File: src/rtl/manch_pkg.sv
// Shared Manchester line definitions: FSM states, idle line level and
// half-bit period helper. Used by both the encoder and the decoder.
package manch_pkg;

  typedef enum logic [2:0] {
    IDLE   = 3'd0,
    START  = 3'd1,
    DATA   = 3'd2,
    PARITY = 3'd3,
    GAP    = 3'd4
  } manch_state_e;

  localparam logic LINE_IDLE = 1'b0;

  // Clock cycles per half-bit; BAUDRATE counts half-bits per second.
  function automatic int unsigned half_cycles(input int unsigned clk_freq,
                                              input int unsigned baudrate);
    return clk_freq / baudrate;
  endfunction

endpackage

File: src/rtl/manch_half_tick.sv
// Half-bit timebase: counts 0..HALF-1 and wraps, pulsing tick on the last
// count. restart forces the count back to 0 so a frame starts phase-aligned.
module manch_half_tick #(
  parameter int unsigned HALF = 81
) (
  input  logic clk,
  input  logic rst,
  input  logic restart,
  output logic tick
);

  localparam int unsigned CW = (HALF > 1) ? $clog2(HALF) : 1;

  logic [CW-1:0] cnt_q, cnt_d;

  // Wrap/restart decode and next count.
  always_comb begin
    tick = (cnt_q == CW'(HALF - 1));
    if (restart || tick) begin
      cnt_d = '0;
    end else begin
      cnt_d = cnt_q + CW'(1);
    end
  end

  // Counter register.
  always_ff @(posedge clk or posedge rst) begin
    if (rst) begin
      cnt_q <= '0;
    end else begin
      cnt_q <= cnt_d;
    end
  end

endmodule

File: src/rtl/manch_encoder.sv
// Manchester transmitter (IEEE 802.3 polarity: mid-bit rise = 1, fall = 0).
// Frame: START(1), 8 data bits LSB first, optional even parity, 2-half gap.
// Build option: define MANCH_PARITY_EN to insert the even-parity bit.
module manch_encoder
  import manch_pkg::*;
#(
  parameter int unsigned BAUDRATE = 230400,
  parameter int unsigned CLK_FREQ = 18_750_000
) (
  input  logic       clk,
  input  logic       rst,
  input  logic [7:0] tx_data,
  input  logic       tx_valid,
  output logic       tx_ready,
  output logic       tx_busy,
  output logic       tx_done,
  output logic       manch_out
);

  localparam int unsigned HALF = half_cycles(CLK_FREQ, BAUDRATE);

  manch_state_e state_q, state_d;
  logic [3:0]   idx_q, idx_d;
  logic [7:0]   shift_q, shift_d;
  logic         manch_q, manch_d;
  logic         done_q, done_d;
  logic         accept;
  logic         tick;
  logic         last_half;
  logic         bit_val;
`ifdef MANCH_PARITY_EN
  logic         par_q, par_d;
`endif

  assign tx_ready  = (state_q == IDLE);
  assign tx_busy   = ~tx_ready;
  assign tx_done   = done_q;
  assign manch_out = manch_q;
  assign accept    = tx_valid && tx_ready;

  manch_half_tick #(.HALF(HALF)) u_half_tick (
    .clk     (clk),
    .rst     (rst),
    .restart (accept),
    .tick    (tick)
  );

  // Next-state, half index, shift register and frame-end pulse.
  always_comb begin
    state_d   = state_q;
    idx_d     = idx_q;
    shift_d   = shift_q;
    done_d    = 1'b0;
    last_half = (state_q == DATA) ? (idx_q == 4'd15) : (idx_q == 4'd1);
    case (state_q)
      IDLE: begin
        if (accept) begin
          state_d = START;
          idx_d   = '0;
          shift_d = tx_data;
        end
      end
      START: begin
        if (tick) begin
          idx_d = last_half ? 4'd0 : idx_q + 4'd1;
          if (last_half) state_d = DATA;
        end
      end
      DATA: begin
        if (tick) begin
          if (idx_q[0]) shift_d = shift_q >> 1;
          idx_d = last_half ? 4'd0 : idx_q + 4'd1;
`ifdef MANCH_PARITY_EN
          if (last_half) state_d = PARITY;
`else
          if (last_half) state_d = GAP;
`endif
        end
      end
`ifdef MANCH_PARITY_EN
      PARITY: begin
        if (tick) begin
          idx_d = last_half ? 4'd0 : idx_q + 4'd1;
          if (last_half) state_d = GAP;
        end
      end
`endif
      GAP: begin
        if (tick) begin
          idx_d = last_half ? 4'd0 : idx_q + 4'd1;
          if (last_half) begin
            state_d = IDLE;
            done_d  = 1'b1;
          end
        end
      end
      default: begin
        state_d = IDLE;
        idx_d   = '0;
      end
    endcase
  end

  // Line level for the current half: ~b in the first half, b in the second.
  always_comb begin
    bit_val = 1'b0;
    manch_d = LINE_IDLE;
    case (state_q)
      START: begin
        bit_val = 1'b1;
        manch_d = idx_q[0] ? bit_val : ~bit_val;
      end
      DATA: begin
        bit_val = shift_q[0];
        manch_d = idx_q[0] ? bit_val : ~bit_val;
      end
`ifdef MANCH_PARITY_EN
      PARITY: begin
        bit_val = par_q;
        manch_d = idx_q[0] ? bit_val : ~bit_val;
      end
`endif
      default: manch_d = LINE_IDLE;
    endcase
  end

  // State, data and line registers; reset drops the line and any partial frame.
  always_ff @(posedge clk or posedge rst) begin
    if (rst) begin
      state_q <= IDLE;
      idx_q   <= '0;
      shift_q <= '0;
      manch_q <= LINE_IDLE;
      done_q  <= 1'b0;
    end else begin
      state_q <= state_d;
      idx_q   <= idx_d;
      shift_q <= shift_d;
      manch_q <= manch_d;
      done_q  <= done_d;
    end
  end

`ifdef MANCH_PARITY_EN
  // Even parity of the accepted byte, captured with the data.
  always_comb begin
    par_d = par_q;
    if (accept) par_d = ^tx_data;
  end

  // Parity register.
  always_ff @(posedge clk or posedge rst) begin
    if (rst) begin
      par_q <= 1'b0;
    end else begin
      par_q <= par_d;
    end
  end
`endif

endmodule

File: config.mk
export PLATFORM = sky130hd
export DESIGN_NAME = manch_encoder
export DESIGN_NICKNAME = d
export VERILOG_FILES = /design/src/rtl/manch_pkg.sv /design/src/rtl/manch_half_tick.sv /design/src/rtl/manch_encoder.sv
export SDC_FILE = /design/constraint.sdc
export NUM_CORES = 1
export LEC_CHECK = 0
export ABC_AREA = 1
export CORE_MARGIN = 2
export CORE_UTILIZATION = 55
export CTS_CLUSTER_SIZE = 25
export DETAILED_ROUTE_END_ITERATION = 8
export GPL_TIMING_DRIVEN = 0
export PLACE_DENSITY_LB_ADDON = 0.15
export SYNTH_ARGS = -nofsm -noshare
export SYNTH_HDL_FRONTEND = slang
export SYNTH_SLANG_ARGS = --single-unit
File: constraint.sdc
create_clock -name clk -period 1.7 [get_ports clk]
set_input_delay 0.255 -clock clk [delete_from_list [all_inputs] [get_ports clk]]
set_output_delay 0.255 -clock clk [all_outputs]
set_load 0.005 [all_outputs]
==> qor.json, run 1 <==
{
  "worst_setup_path": {
    "crit_path_cell_trace": "inv_1 > ha_1 > nand2_1 > nand3b_1 > a21oi_4 > nand2_2 > nand2_1 > nand2_1",
    "critical_path_class": "flip-flop to flip-flop",
    "critical_path.startpoint": "u_half_tick.cnt_q[0]",
    "critical_path_arrival_ps": 1790,
    "critPathCaptureType": "flip-flop",
    "timing.rr.end": "state_q[2]",
    "r2r-start": "u_half_tick.cnt_q[0]",
    "reg2reg_slack_ps": 130,
    "path_max_fanout": 5,
    "r2r_cells": 8,
    "worst_setup_path_start_kind": "flip-flop",
    "path_common_cell": "nand2_1",
    "cpPeakStageDelay_ps": 430,
    "slowest_cp_cell": "dfrtp_1",
    "worst_ep_required_time_ps": 1920
  },
  "sta": {
    "finalCritPeriodShare_pct": 92.3,
    "final_hold_viol_count": 0,
    "totalNegativeSetupSlack_ps": 0,
    "final_max_slew_viol_count": 0,
    "final-setup-viol-count": 0,
    "max_freq_mhz": 637,
    "timing.clock.skew_ps": 1.80,
    "worst_pin_slew_ps": 884,
    "post-route-min-period_ps": 1570,
    "timing.max_slew.rel_slack_pct": 41.0,
    "rsz0062_at_grt": "no"
  },
  "synth": {
    "netlist_area_um2": 1340,
    "gate_count_after_technology_mapping": 148,
    "synth.lib_cells_used.distinct": 28,
    "number_of_synthesized_register_bits": 24,
    "mappedNetlistNets": 162,
    "synth.yosys.seq_area_share_pct": 44.8,
    "yosys_warnings": 0,
    "synth.area.top_cells": "dfrtp_1 (45%), nand2_1 (7.8%), o21ai_2 (5.2%)",
    "post_synthesis_cell_type_with_the_largest_combined_area": "dfrtp_1",
    "syn_avg_cell_area_um2": 9.06,
    "top_area_cell_type_share_of_the_netlist_area_pct": 44.8
  },
  "floorplan": {
    "die_w_um": 53.4,
    "top_level_ports": 15,
    "start_util_pct": 59.5,
    "die_area_um2": 2850,
    "placementRows": 17,
    "coreArea_um2": 2250,
    "die_h_um": 53.4
  },
  "global_route": {
    "grt_first_pass_wirelength_mm": 4.14,
    "globalRoute.totalOverflow": 0,
    "initial_antenna_violation_count": 0,
    "grt_start_max_net_pins": 25,
    "globalRouteTotalUtil_pct": 20.4,
    "grt_pass1_vias": 940
  },
  "power": {
    "power_mw": 2.61,
    "power_density_nw_per_um2": 1620,
    "power.static_leakage_nw": 0.791,
    "vdd_drop_max_mv": 1.08
  },
  "clocking": {
    "cts_max_level": 1,
    "cts_made_buffers": 3,
    "cts-root-buf": "clkbuf_4",
    "clock_sinks": 24,
    "worst_setup_hold_path_clk_slew_ps": 130,
    "ctsLongestPathBuffers": 2,
    "tritoncts": "done",
    "worst_skew_pair.late_latency_ps": 310
  },
  "route": {
    "highest_layer": "met4",
    "drc_errors": 0,
    "detailed_route_via_count": 1055,
    "met1_wl_mm": 1.09,
    "postRouteAntennaNets": 0,
    "met2RoutedLength_mm": 1.23,
    "detail_route.wl_per_cell_um": 12.0,
    "vias_per_cell": 5.25,
    "initialDrtViolationCount": 18,
    "drt_wl_total_mm": 2.41,
    "dr_wl_met3_um": 65,
    "drtPass1Iterations": 4
  },
  "final_layout": {
    "final_net_count": 188,
    "layout-drive-gt1-share_pct": 23.1,
    "instances_no_fill": 201,
    "fin_area_um2": 1610,
    "n_antenna_cell": 0,
    "synthToLayoutAreaGrowth_pct": 19.9
  },
  "placed_design": {
    "globalplace.congestion": 0.759,
    "hpwl_mm": 1.78,
    "placed_cells_incl_taps": 190,
    "port_buffers": 14,
    "postPlaceCellArea_um2": 1520
  },
  "run": {
    "max_cap_viol_count": 0
  },
  "status": {
    "outcome": "finished, final reports clean"
  },
  "worst_hold_path": {
    "class_of_the_most_critical_hold_timing_path": "primary input to async pin"
  }
}
logic make-up after synthesis:
| logic type | after synthesis | share of synthesized area, % |
|---|---|---|
| compound gates | 22 | 12.2 |
| fa+ha+maj | 3 | 2.80 |
| simple gates | 79 | 32.2 |
| xor+xnor | 3 | 1.96 |
| flops | 24 | 44.8 |
| buf+inv | 17 | 6.06 |
how the worst max path moves through the flow:
stage | slack (ps) | to | cells after the start
final | 130 | state_q[2] | 8
after global routing | 0.3 | shift_q[3] | 8
after CTS | 20 | tx_busy | 3
after detailed placement | 120 | shift_q[0] | 9
after global placement | 160 | shift_q[0] | 9
after floorplan | 270 | shift_q[0] | 9
registers in the layout, summed over array words and instances, names as in the netlist:
name and cells:
idx_q 4, manch_out 1, shift_q 8, state_q 3, tx_done 1, u_half_tick.cnt_q 7
worst max-delay path: cells and delay by family, from the launching register on:
kind,cells,cell delay [ps]
AND/OR/NAND/NOR,5,540
flip-flops,1,430
AO/OA/AOI/OAI,1,290
adder cells (fa/ha/maj),1,150
buffers and inverters,1,60
stage by stage:
step | hold WS [ps] | util, % | setup WS, ps
6_report | 414 | 71.3 | 130
5_1_grt | 492 | 71.3 | 0.296
4_1_cts | 450 | 70.1 | 15.3
3_5_place_dp | 463 | 67.3 | 119
3_3_place_gp | 450 | 67.3 | 157
2_1_floorplan | 270 | - | 267
layout make-up:
class | count | area, um^2
inverter | 15 | 58.8
fill | 177 | 647
clock buffer | 4 | 36.3
sequential | 24 | 601
buffer | 1 | 11.3
multi-input combinational | 107 | 664
tap | 28 | 35.0
timing repair buffer | 22 | 201
placed cells by master, fill, tap and decap left out, types with 2 or more instances in the layout:
cell type        count
a21oi_1              2
and3_1               2
buf_4                8
clkbuf_4             3
clkdlybuf4s50_1     12
dfrtp_1             24
ha_1                 3
inv_1               12
inv_2                2
nand2_1             28
nand2_2              6
nand2_4              3
nand3_1             10
nand3_2              2
nand3_4              2
nand3b_1             2
nor2_1              10
nor3_1               4
nor3b_1              2
o21ai_0              7
o21ai_1              2
o21ai_2              8
or2_0                5
or2_1                2
xor2_1               3
layer usage:
metal	vias to the layer above	GRT usage, %
met5	-	0
met4	0	8.12
met3	2	2.82
met2	17	34.8
met1	502	25.7
li1	534	-
report_power, final:
| part | total [mW] | switching, mW | leakage (nW) | internal [mW] |
|---|---|---|---|---|
| Clock | 0.295 | 0.165 | 0.0210 | 0.131 |
| Sequential | 0.927 | 0.153 | 0.310 | 0.774 |
| Combinational | 1.39 | 0.795 | 0.459 | 0.591 |
cells in the mapped netlist (all sizes together):
| cell type | count |
|---|---|
| a21oi | 3 |
| buf | 2 |
| inv | 15 |
| nand3 | 14 |
| nor2 | 11 |
| or2 | 7 |
| o22ai | 1 |
| ha | 3 |
| dfrtp | 24 |
| nor3b | 2 |
| o21ai | 18 |
| nand2 | 37 |
| and3 | 2 |
| nor3 | 4 |
| nand3b | 2 |
| xor2 | 3 |
what timing repair did:
item	in CTS	in global routing
gates cloned	0	0
gates resized for setup	1	2
buffers inserted	4	4
hold buffers	0	0
pin swaps	2	1
endpoints found under the setup margin	2	6
No activity file was read; power rests on OpenSTA's default activity.
==> run 2: changes to the inputs <==
--- a/config.mk
+++ b/config.mk
@@ -11,7 +11,9 @@
 export CTS_CLUSTER_SIZE = 25
 export DETAILED_ROUTE_END_ITERATION = 8
 export GPL_TIMING_DRIVEN = 0
+export MAX_ROUTING_LAYER = met4
 export PLACE_DENSITY_LB_ADDON = 0.15
+export SKIP_CTS_REPAIR_TIMING = 1
 export SYNTH_ARGS = -nofsm -noshare
 export SYNTH_HDL_FRONTEND = slang
 export SYNTH_SLANG_ARGS = --single-unit
==> run 2 against run 1 <==
Compared with the run above:
- register-to-register slack about the same
- critical path depth unchanged
- wire length down 1.3%
- power down 0.75%
- cell count down 0.50%
- die area unchanged
- clock skew about the same
- sequential share of layout area up 0.18 points
- worst setup slack better by 3.9 ps
- critical endpoint is now shift_q[5]
- largest power group unchanged
- highest routed layer unchanged
==> qor.json, run 2 (same netlist as run 1, synthesis figures left out) <==
{
  "global_route": {
    "globalRoute.totalOverflow": {"value": 0, "change": "unchanged"},
    "grt_start_max_net_pins": {"value": 25, "change": "unchanged"},
    "globalRouteTotalUtil": {"value": 20.5, "unit": "%", "change": "+0.16 points"},
    "initial_antenna_violation_count": {"value": 0, "change": "unchanged"},
    "grt_first_pass_wirelength": {"value": 4.06, "unit": "mm", "change": "-2.0%"},
    "grt_pass1_vias": {"value": 929, "change": "-1.2%"}
  },
  "sta": {
    "final_max_slew_viol_count": {"value": 0, "change": "unchanged"},
    "finalCritPeriodShare": {"value": 92.1, "unit": "%", "change": "-0.23 points"},
    "timing.clock.skew": {"value": 1.58, "unit": "ps", "change": "-0.217 ps"},
    "final-setup-viol-count": {"value": 0, "change": "unchanged"},
    "timing.max_slew.rel_slack": {"value": 41.1, "unit": "%", "change": "+0.13 points"},
    "post-route-min-period": {"value": 1570, "unit": "ps", "change": "-3.86 ps"},
    "worst_pin_slew": {"value": 882, "unit": "ps", "change": "-1.89 ps"},
    "max_freq": {"value": 639, "unit": "MHz", "change": "+0.25%"},
    "final_hold_viol_count": {"value": 0, "change": "unchanged"},
    "totalNegativeSetupSlack": {"value": 0, "unit": "ps", "change": "unchanged"},
    "rsz0062_at_grt": "no"
  },
  "power": {
    "power": {"value": 2.59, "unit": "mW", "change": "-0.75%"},
    "power.static_leakage": {"value": 0.793, "unit": "nW", "change": "+0.28%"},
    "clock_power_share": {"value": 11.4, "unit": "%", "change": "about the same"},
    "power_density": {"value": 1610, "unit": "nW/um^2", "change": "-0.67%"},
    "p_switching": {"value": 1.10, "unit": "mW", "change": "-1.0%"},
    "vdd_drop_max": {"value": 1.10, "unit": "mV", "change": "+0.99%"},
    "power_frac_comb": {"value": 52.5, "unit": "%", "change": "-0.6 points"},
    "power.share.sequential": {"value": 36.1, "unit": "%", "change": "+0.6 points"},
    "power.switching_fraction": {"value": 42.5, "unit": "%", "change": "-0.13 points"},
    "internal_power": {"value": 1.49, "unit": "mW", "change": "-0.53%"}
  },
  "run": {
    "max_cap_viol_count": {"value": 0, "change": "unchanged"}
  },
  "final_layout": {
    "final_net_count": {"value": 187, "change": "-0.53%"},
    "n_antenna_cell": {"value": 0, "change": "unchanged"},
    "most-common-layout-cells": "nand2_1 (28), dfrtp_1 (22), inv_1 (12), clkdlybuf4s50_1 (12)",
    "largestRegisters": "shift_q (8), u_half_tick.cnt_q (7), idx_q (4)",
    "layout-drive-gt1-share": {"value": 23.8, "unit": "%", "change": "+0.72 points"},
    "synthToLayoutAreaGrowth": {"value": 19.8, "unit": "%", "change": "about the same"},
    "largest_register_ff_count": {"value": 8, "change": "unchanged"},
    "mostFrequentLayoutCell": "nand2_1",
    "nFillCells": {"value": 177, "change": "unchanged"},
    "top_register": "shift_q"
  },
  "floorplan": {
    "placementRows": {"value": 17, "change": "unchanged"},
    "die_w": {"value": 53.4, "unit": "um", "change": "unchanged"},
    "die_area": {"value": 2850, "unit": "um^2", "change": "unchanged"},
    "coreArea": {"value": 2250, "unit": "um^2", "change": "unchanged"},
    "top_level_ports": {"value": 15, "change": "unchanged"},
    "die_h": {"value": 53.4, "unit": "um", "change": "unchanged"},
    "start_util": {"value": 59.5, "unit": "%", "change": "unchanged"}
  },
  "route": {
    "drtPass1Iterations": {"value": 4, "change": "unchanged"},
    "drc_errors": {"value": 0, "change": "unchanged"},
    "vias_per_cell": {"value": 5.24, "change": "-0.26%"},
    "initialDrtViolationCount": {"value": 7, "change": "-11"},
    "detailed_route_via_count": {"value": 1047, "change": "-0.76%"},
    "postRouteAntennaNets": {"value": 0, "change": "unchanged"},
    "drt_wl_total": {"value": 2.38, "unit": "mm", "change": "-1.3%"},
    "detail_route.wl_per_cell": {"value": 11.9, "unit": "um", "change": "-0.79%"}
  },
  "status": {
    "outcome": "finished, final reports clean"
  },
  "clocking": {
    "clock_sinks": {"value": 24, "change": "unchanged"},
    "tritoncts": "done",
    "cts_max_level": {"value": 1, "change": "unchanged"},
    "worst_skew_pair.late_latency": {"value": 310, "unit": "ps", "change": "about the same"},
    "ctsLongestPathBuffers": {"value": 2, "change": "unchanged"},
    "cts-root-buf": "clkbuf_4",
    "worst_setup_hold_path_clk_slew": {"value": 130, "unit": "ps", "change": "about the same"},
    "cts_made_buffers": {"value": 3, "change": "unchanged"}
  },
  "placed_design": {
    "port_buffers": {"value": 14, "change": "unchanged"},
    "globalplace.congestion": {"value": 0.768, "change": "+1.3%"},
    "hpwl": {"value": 1.78, "unit": "mm", "change": "unchanged"}
  },
  "worst_setup_path": {
    "path_max_fanout": {"value": 15, "change": "+10"},
    "worst_setup_path_start_kind": "flip-flop",
    "reg2reg_slack": {"value": 130, "unit": "ps", "change": "about the same"},
    "critical_path_arrival": {"value": 1780, "unit": "ps", "change": "about the same"},
    "critical_path_class": "flip-flop to flip-flop",
    "critPathCaptureType": "flip-flop",
    "worst_ep_required_time": {"value": 1910, "unit": "ps", "change": "about the same"}
  },
  "worst_hold_path": {
    "class_of_the_most_critical_hold_timing_path": "primary input to async pin"
  }
}
run 2: cell types whose count changed in the layout (fill, tap and decap cells not counted):
| cell | previous run | this run |
|---|---|---|
| dfrtp_1 | 24 | 22 |
| buf_4 | 8 | 7 |
| dfrtp_2 | 0 | 2 |
| dlygate4sd2_1 | 1 | 0 |
| dlymetal6s2s_1 | 1 | 2 |
run 2: power by group through the flow:
stage / Sequential [mW] / Combinational, mW / Clock, mW
floorplan: 0.914 / 1.01 / 0
global placement: 0.935 / 1.23 / 0
detailed placement: 0.950 / 1.29 / 0
CTS: 0.939 / 1.29 / 0.300
global route: 0.961 / 1.53 / 0.324
finish: 0.935 / 1.36 / 0.295
run 2: path summary, 6_finish.rpt:
kind	start	to	depth (start not counted)
worst max-delay path	u_half_tick.cnt_q[0]	shift_q[5]	8
worst min-delay path	rst	u_half_tick.cnt_q[1]	2
worst max register to register	u_half_tick.cnt_q[0]	shift_q[5]	8
worst min register to register	shift_q[4]	shift_q[4]	2
max in group asynchronous	rst	state_q[1]	2
min in group clk	shift_q[4]	shift_q[4]	2
run 2: cell type report:
type / instances / area (um^2) / share of cell area (%)
buffer: 1 / 11.3 / 0.701
clock buffer: 4 / 36.3 / 2.26
inverter: 15 / 58.8 / 3.66
multi-input combinational: 107 / 664 / 41.4
sequential: 24 / 603 / 37.5
tap: 28 / 35.0 / 2.18
timing repair buffer: 21 / 198 / 12.3
run 2: worst max-delay path, cell delays in order (launching register included):
cell	delay, ps
dfrtp_1	430
inv_1	60
ha_1	150
nand2_1	40
nand3b_1	300
nand2_2	170
nand2_4	140
nand2_1	110
o21ai_2	50
run 2: routing by layer:
metal / vias to the layer above / GRT usage (%) / part of all wire [%]
li1: 534 / - / -
met3: 2 / 2.82 / 2.4
met5: - / - / 0
met2: 13 / 34.0 / 51
met1: 498 / 25.4 / 45
met4: 0 / 8.12 / 0.59
run 2: through the flow:
stage	instance area, um^2	hold WS [ps]	util, %	instances	worst slack (ps)
6_report	1610	414	71.3	200	134
3_5_place_dp	1520	463	67.3	190	119
2_1_floorplan	1340	270	-	148	267
3_3_place_gp	1520	450	67.3	190	157
5_1_grt	1610	492	71.3	200	0.302
4_1_cts	1550	450	68.9	194	-185
==> run 3: changes to the inputs <==
--- a/config.mk
+++ b/config.mk
@@ -5,9 +5,8 @@
 export SDC_FILE = /design/constraint.sdc
 export NUM_CORES = 1
 export LEC_CHECK = 0
-export ABC_AREA = 1
 export CORE_MARGIN = 2
-export CORE_UTILIZATION = 55
+export CORE_UTILIZATION = 54
 export CTS_CLUSTER_SIZE = 25
 export DETAILED_ROUTE_END_ITERATION = 8
 export GPL_TIMING_DRIVEN = 0
==> run 3 against run 2 <==
Compared with the run above:
- wire length up 28%
- the flow now finishes with violations (negative setup slack)
- power down 36%
- largest cell class unchanged
- worst hold slack better by 8.0 ps
- via count up 1.3%
- worst setup slack worse by 210 ps
- largest power group is now sequential cells
- synthesized cell count down 17%
- combinational power down 61%
- non-clock buffer count up 10
- maximum frequency down 12%
- sequential power down 12%
- die area down 3.3%
- register-to-register slack worse by 210 ps
==> qor.json, run 3 <==
{
  "status": {
    "outcome": "finished with violations",
    "failed_checks": "negative setup slack"
  },
  "synth": {
    "synth.area.top_cells": "dfrtp_1 (47%), o22ai_1 (4.4%), a2bb2oi_1 (4.1%)",
    "top_area_cell_type_share_of_the_netlist_area": {"value": 47.3, "unit": "%", "change": "+2.5 points"},
    "yosys-mux-area-fraction": {"value": 4.04, "unit": "%", "change": "+4.0 points"},
    "largest_family_of_logic_cells_by_synthesized_area": "compound AO/OA/AOI/OAI gates",
    "synth.lib_cells_used.distinct": {"value": 41, "change": "+46%"},
    "synth-xor-area-share": {"value": 4.83, "unit": "%", "change": "+2.9 points"},
    "synthSimpleGateAreaFrac": {"value": 18.3, "unit": "%", "change": "-14 points"},
    "post_synthesis_cell_type_with_the_largest_combined_area": "dfrtp_1",
    "number_of_synthesized_register_bits": {"value": 24, "change": "unchanged"},
    "synthFlopType": "dfrtp_1",
    "synthArstFlopShare": {"value": 100, "unit": "%", "change": "unchanged"},
    "ys_top_cells_by_count": "dfrtp_1 (24), nor2_1 (12), o22ai_1 (9), nand2_1 (8)",
    "synthesized_area_fraction_occupied_by_adder_cells": {"value": 2.96, "unit": "%", "change": "+0.16 points"},
    "synth_edf_count": {"value": 0, "change": "unchanged"},
    "post-synth-top-count-cell": "dfrtp_1",
    "netlist_area": {"value": 1270, "unit": "um^2", "change": "-5.3%"},
    "mappedNetlistNets": {"value": 137, "change": "-15%"},
    "gate_count_after_technology_mapping": {"value": 123, "change": "-17%"},
    "synth_compound_gate_area_share": {"value": 18.5, "unit": "%", "change": "+6.3 points"},
    "synth.yosys.seq_area_share": {"value": 47.3, "unit": "%", "change": "+2.5 points"},
    "yosys_warnings": {"value": 0, "change": "unchanged"},
    "syn_avg_cell_area": {"value": 10.3, "unit": "um^2", "change": "+14%"}
  },
  "route": {
    "drc_errors": {"value": 0, "change": "unchanged"},
    "detail_route.wl_per_cell": {"value": 16.7, "unit": "um", "change": "+40%"},
    "initialDrtViolationCount": {"value": 14, "change": "+7"},
    "vias_per_cell": {"value": 5.83, "change": "+11%"},
    "detailed_route_via_count": {"value": 1061, "change": "+1.3%"},
    "postRouteAntennaNets": {"value": 0, "change": "unchanged"},
    "drt_wl_total": {"value": 3.04, "unit": "mm", "change": "+28%"},
    "drtPass1Iterations": {"value": 4, "change": "unchanged"}
  },
  "final_layout": {
    "final_net_count": {"value": 169, "change": "-9.6%"},
    "synthToLayoutAreaGrowth_pct": 39.5,
    "largest_register_ff_count": {"value": 8, "change": "unchanged"},
    "n_antenna_cell": {"value": 0, "change": "unchanged"},
    "mostFrequentLayoutCell": "dfrtp_1",
    "top_register": "shift_q",
    "largestRegisters": "shift_q (8), u_half_tick.cnt_q (7), idx_q (4)",
    "layout-drive-gt1-share": {"value": 33.1, "unit": "%", "change": "+9.3 points"},
    "instances_no_fill": {"value": 182, "change": "-9.0%"},
    "most-common-layout-cells": "dfrtp_1 (23), nor2_1 (12), clkdlybuf4s50_1 (12)"
  },
  "floorplan": {
    "start_util": {"value": 57.4, "unit": "%", "change": "-2.1 points"},
    "coreArea": {"value": 2210, "unit": "um^2", "change": "-1.9%"},
    "placementRows": {"value": 17, "change": "unchanged"},
    "die_h": {"value": 52.5, "unit": "um", "change": "-1.7%"},
    "top_level_ports": {"value": 15, "change": "unchanged"},
    "die_area": {"value": 2760, "unit": "um^2", "change": "-3.3%"},
    "die_w": {"value": 52.5, "unit": "um", "change": "-1.7%"}
  },
  "clocking": {
    "clock_sinks": {"value": 24, "change": "unchanged"},
    "tritoncts": "done",
    "worst_skew_pair.late_latency": {"value": 310, "unit": "ps", "change": "about the same"},
    "worst_setup_hold_path_clk_slew": {"value": 130, "unit": "ps", "change": "about the same"},
    "cts-root-buf": "clkbuf_4",
    "cts_max_level": {"value": 1, "change": "unchanged"},
    "ctsLongestPathBuffers": {"value": 2, "change": "unchanged"},
    "cts_made_buffers": {"value": 3, "change": "unchanged"}
  },
  "worst_setup_path": {
    "worstPathBufferInverterCount": {"value": 3, "change": "+2"},
    "cpPeakStageDelay": {"value": 460, "unit": "ps", "change": "+30 ps"},
    "worst_setup_path_start_kind": "flip-flop",
    "worst_ep_required_time": {"value": 1960, "unit": "ps", "change": "+50 ps"},
    "path_max_fanout": {"value": 4, "change": "-11"},
    "critPathCaptureType": "flip-flop",
    "critPathTopFamily": "compound AO/OA/AOI/OAI gates",
    "slowest_cp_cell": "dfrtp_2",
    "reg2reg_slack": {"value": -80, "unit": "ps", "change": "-210 ps"},
    "crit_path_cell_trace": "buf_12 > nor3b_4 > buf_6 > a21o_2 > a21boi_4 > buf_4 > a2bb2oi_2",
    "critical_path_class": "flip-flop to flip-flop",
    "critical_path_arrival": {"value": 2040, "unit": "ps", "change": "+260 ps"}
  },
  "run": {
    "max_cap_viol_count": {"value": 0, "change": "unchanged"}
  },
  "power": {
    "power_density": {"value": 938, "unit": "nW/um^2", "change": "-42%"},
    "vdd_drop_max": {"value": 0.809, "unit": "mV", "change": "-26%"},
    "power": {"value": 1.66, "unit": "mW", "change": "-36%"},
    "power.static_leakage": {"value": 0.783, "unit": "nW", "change": "-1.3%"}
  },
  "sta": {
    "timing.max_slew.rel_slack": {"value": 39.2, "unit": "%", "change": "-2.0 points"},
    "max_freq": {"value": 562, "unit": "MHz", "change": "-12%"},
    "final-setup-viol-count": {"value": 9, "change": "+9"},
    "worst_pin_slew": {"value": 911, "unit": "ps", "change": "+29.3 ps"},
    "rsz0062_at_grt": "yes",
    "setup_ws": {"value": -79.9, "unit": "ps", "change": "-214 ps"},
    "final_max_slew_viol_count": {"value": 0, "change": "unchanged"},
    "timing.clock.skew": {"value": 1.89, "unit": "ps", "change": "+0.308 ps"},
    "finalCritPeriodShare": {"value": 105, "unit": "%", "change": "+13 points"},
    "post-route-min-period": {"value": 1780, "unit": "ps", "change": "+214 ps"},
    "final_hold_viol_count": {"value": 0, "change": "unchanged"}
  },
  "global_route": {
    "globalRouteTotalUtil": {"value": 21.5, "unit": "%", "change": "+0.97 points"},
    "grt_pass1_vias": {"value": 974, "change": "+4.8%"},
    "grt_start_max_net_pins": {"value": 25, "change": "unchanged"},
    "initial_antenna_violation_count": {"value": 0, "change": "unchanged"},
    "globalRoute.totalOverflow": {"value": 0, "change": "unchanged"},
    "groute.layer.met3.usage": {"value": 3.43, "unit": "%", "change": "+0.60 points"},
    "grt_first_pass_wirelength": {"value": 4.35, "unit": "mm", "change": "+7.3%"},
    "use_met2": {"value": 33.8, "unit": "%", "change": "-0.20 points"},
    "globalRouteMet1Util": {"value": 28.7, "unit": "%", "change": "+3.3 points"},
    "globalRoute.busiestLayer": "met2"
  },
  "placed_design": {
    "placed_cells_incl_taps": {"value": 165, "change": "-13%"},
    "port_buffers": {"value": 14, "change": "unchanged"},
    "hpwl": {"value": 1.75, "unit": "mm", "change": "-1.8%"},
    "globalplace.congestion": {"value": 0.798, "change": "+3.8%"}
  },
  "worst_hold_path": {
    "class_of_the_most_critical_hold_timing_path": "primary input to async pin"
  }
}
run 3: cell types whose count changed after synthesis, sizes merged, moves of 4 or more:
cell / change
inv: -9
o21ai: -14
mux2i: +4
or2: -7
a2bb2oi: +6
o22ai: +8
nand3: -8
nand2: -29
run 3: report_power, final:
| group | leakage [nW] | switching (mW) | internal (mW) |
|---|---|---|---|
| sequential | 0.294 | 0.124 | 0.697 |
| clock | 0.0210 | 0.176 | 0.131 |
| combinational | 0.468 | 0.247 | 0.287 |
| total | 0.783 | 0.547 | 1.11 |
run 3: area by class of cell:
class                      count  area [um^2]
multi-input combinational     88          761
inverter                       6         22.5
tap                           28         35.0
fill                         134          440
sequential                    24          602
clock buffer                   4         36.3
timing repair buffer          27          267
buffer                         5         48.8
run 3: worst paths after layout:
check / end / from / cells after the start
worst min register to register: u_half_tick.cnt_q[0] / u_half_tick.cnt_q[0] / 1
worst max register to register: shift_q[1] / state_q[0] / 7
max in group asynchronous: state_q[0] / rst / 2
worst max-delay path: shift_q[1] / state_q[0] / 7
worst min-delay path: u_half_tick.cnt_q[1] / rst / 2
min in group clk: u_half_tick.cnt_q[0] / u_half_tick.cnt_q[0] / 1
run 3: metrics by stage:
step	hold slack [ps]	setup WS (ps)	cell area (um^2)	util, %	TNS (ps)
after floorplan	270	57.5	1270	-	0
after global placement	464	-251	1450	65.3	-2190
after detailed placement	481	-300	1450	65.3	-3060
after CTS	453	-437	1480	67.0	-3570
after global routing	525	-160	1770	80.1	-1380
final	422	-79.9	1770	80.1	-499
run 3: kinds of logic after synthesis:
group           after synthesis
fa+ha+maj                     3
simple gates                 42
buf+inv                      11
flops                        24
compound gates               31
xor+xnor                      7
mux                           5
run 3: layer usage:
metal  vias to the layer above  wire length (um)
met5                         -                 0
met4                         0                 0
met3                         0               118
met2                        24              1590
met1                       523              1330
li1                        514                 -
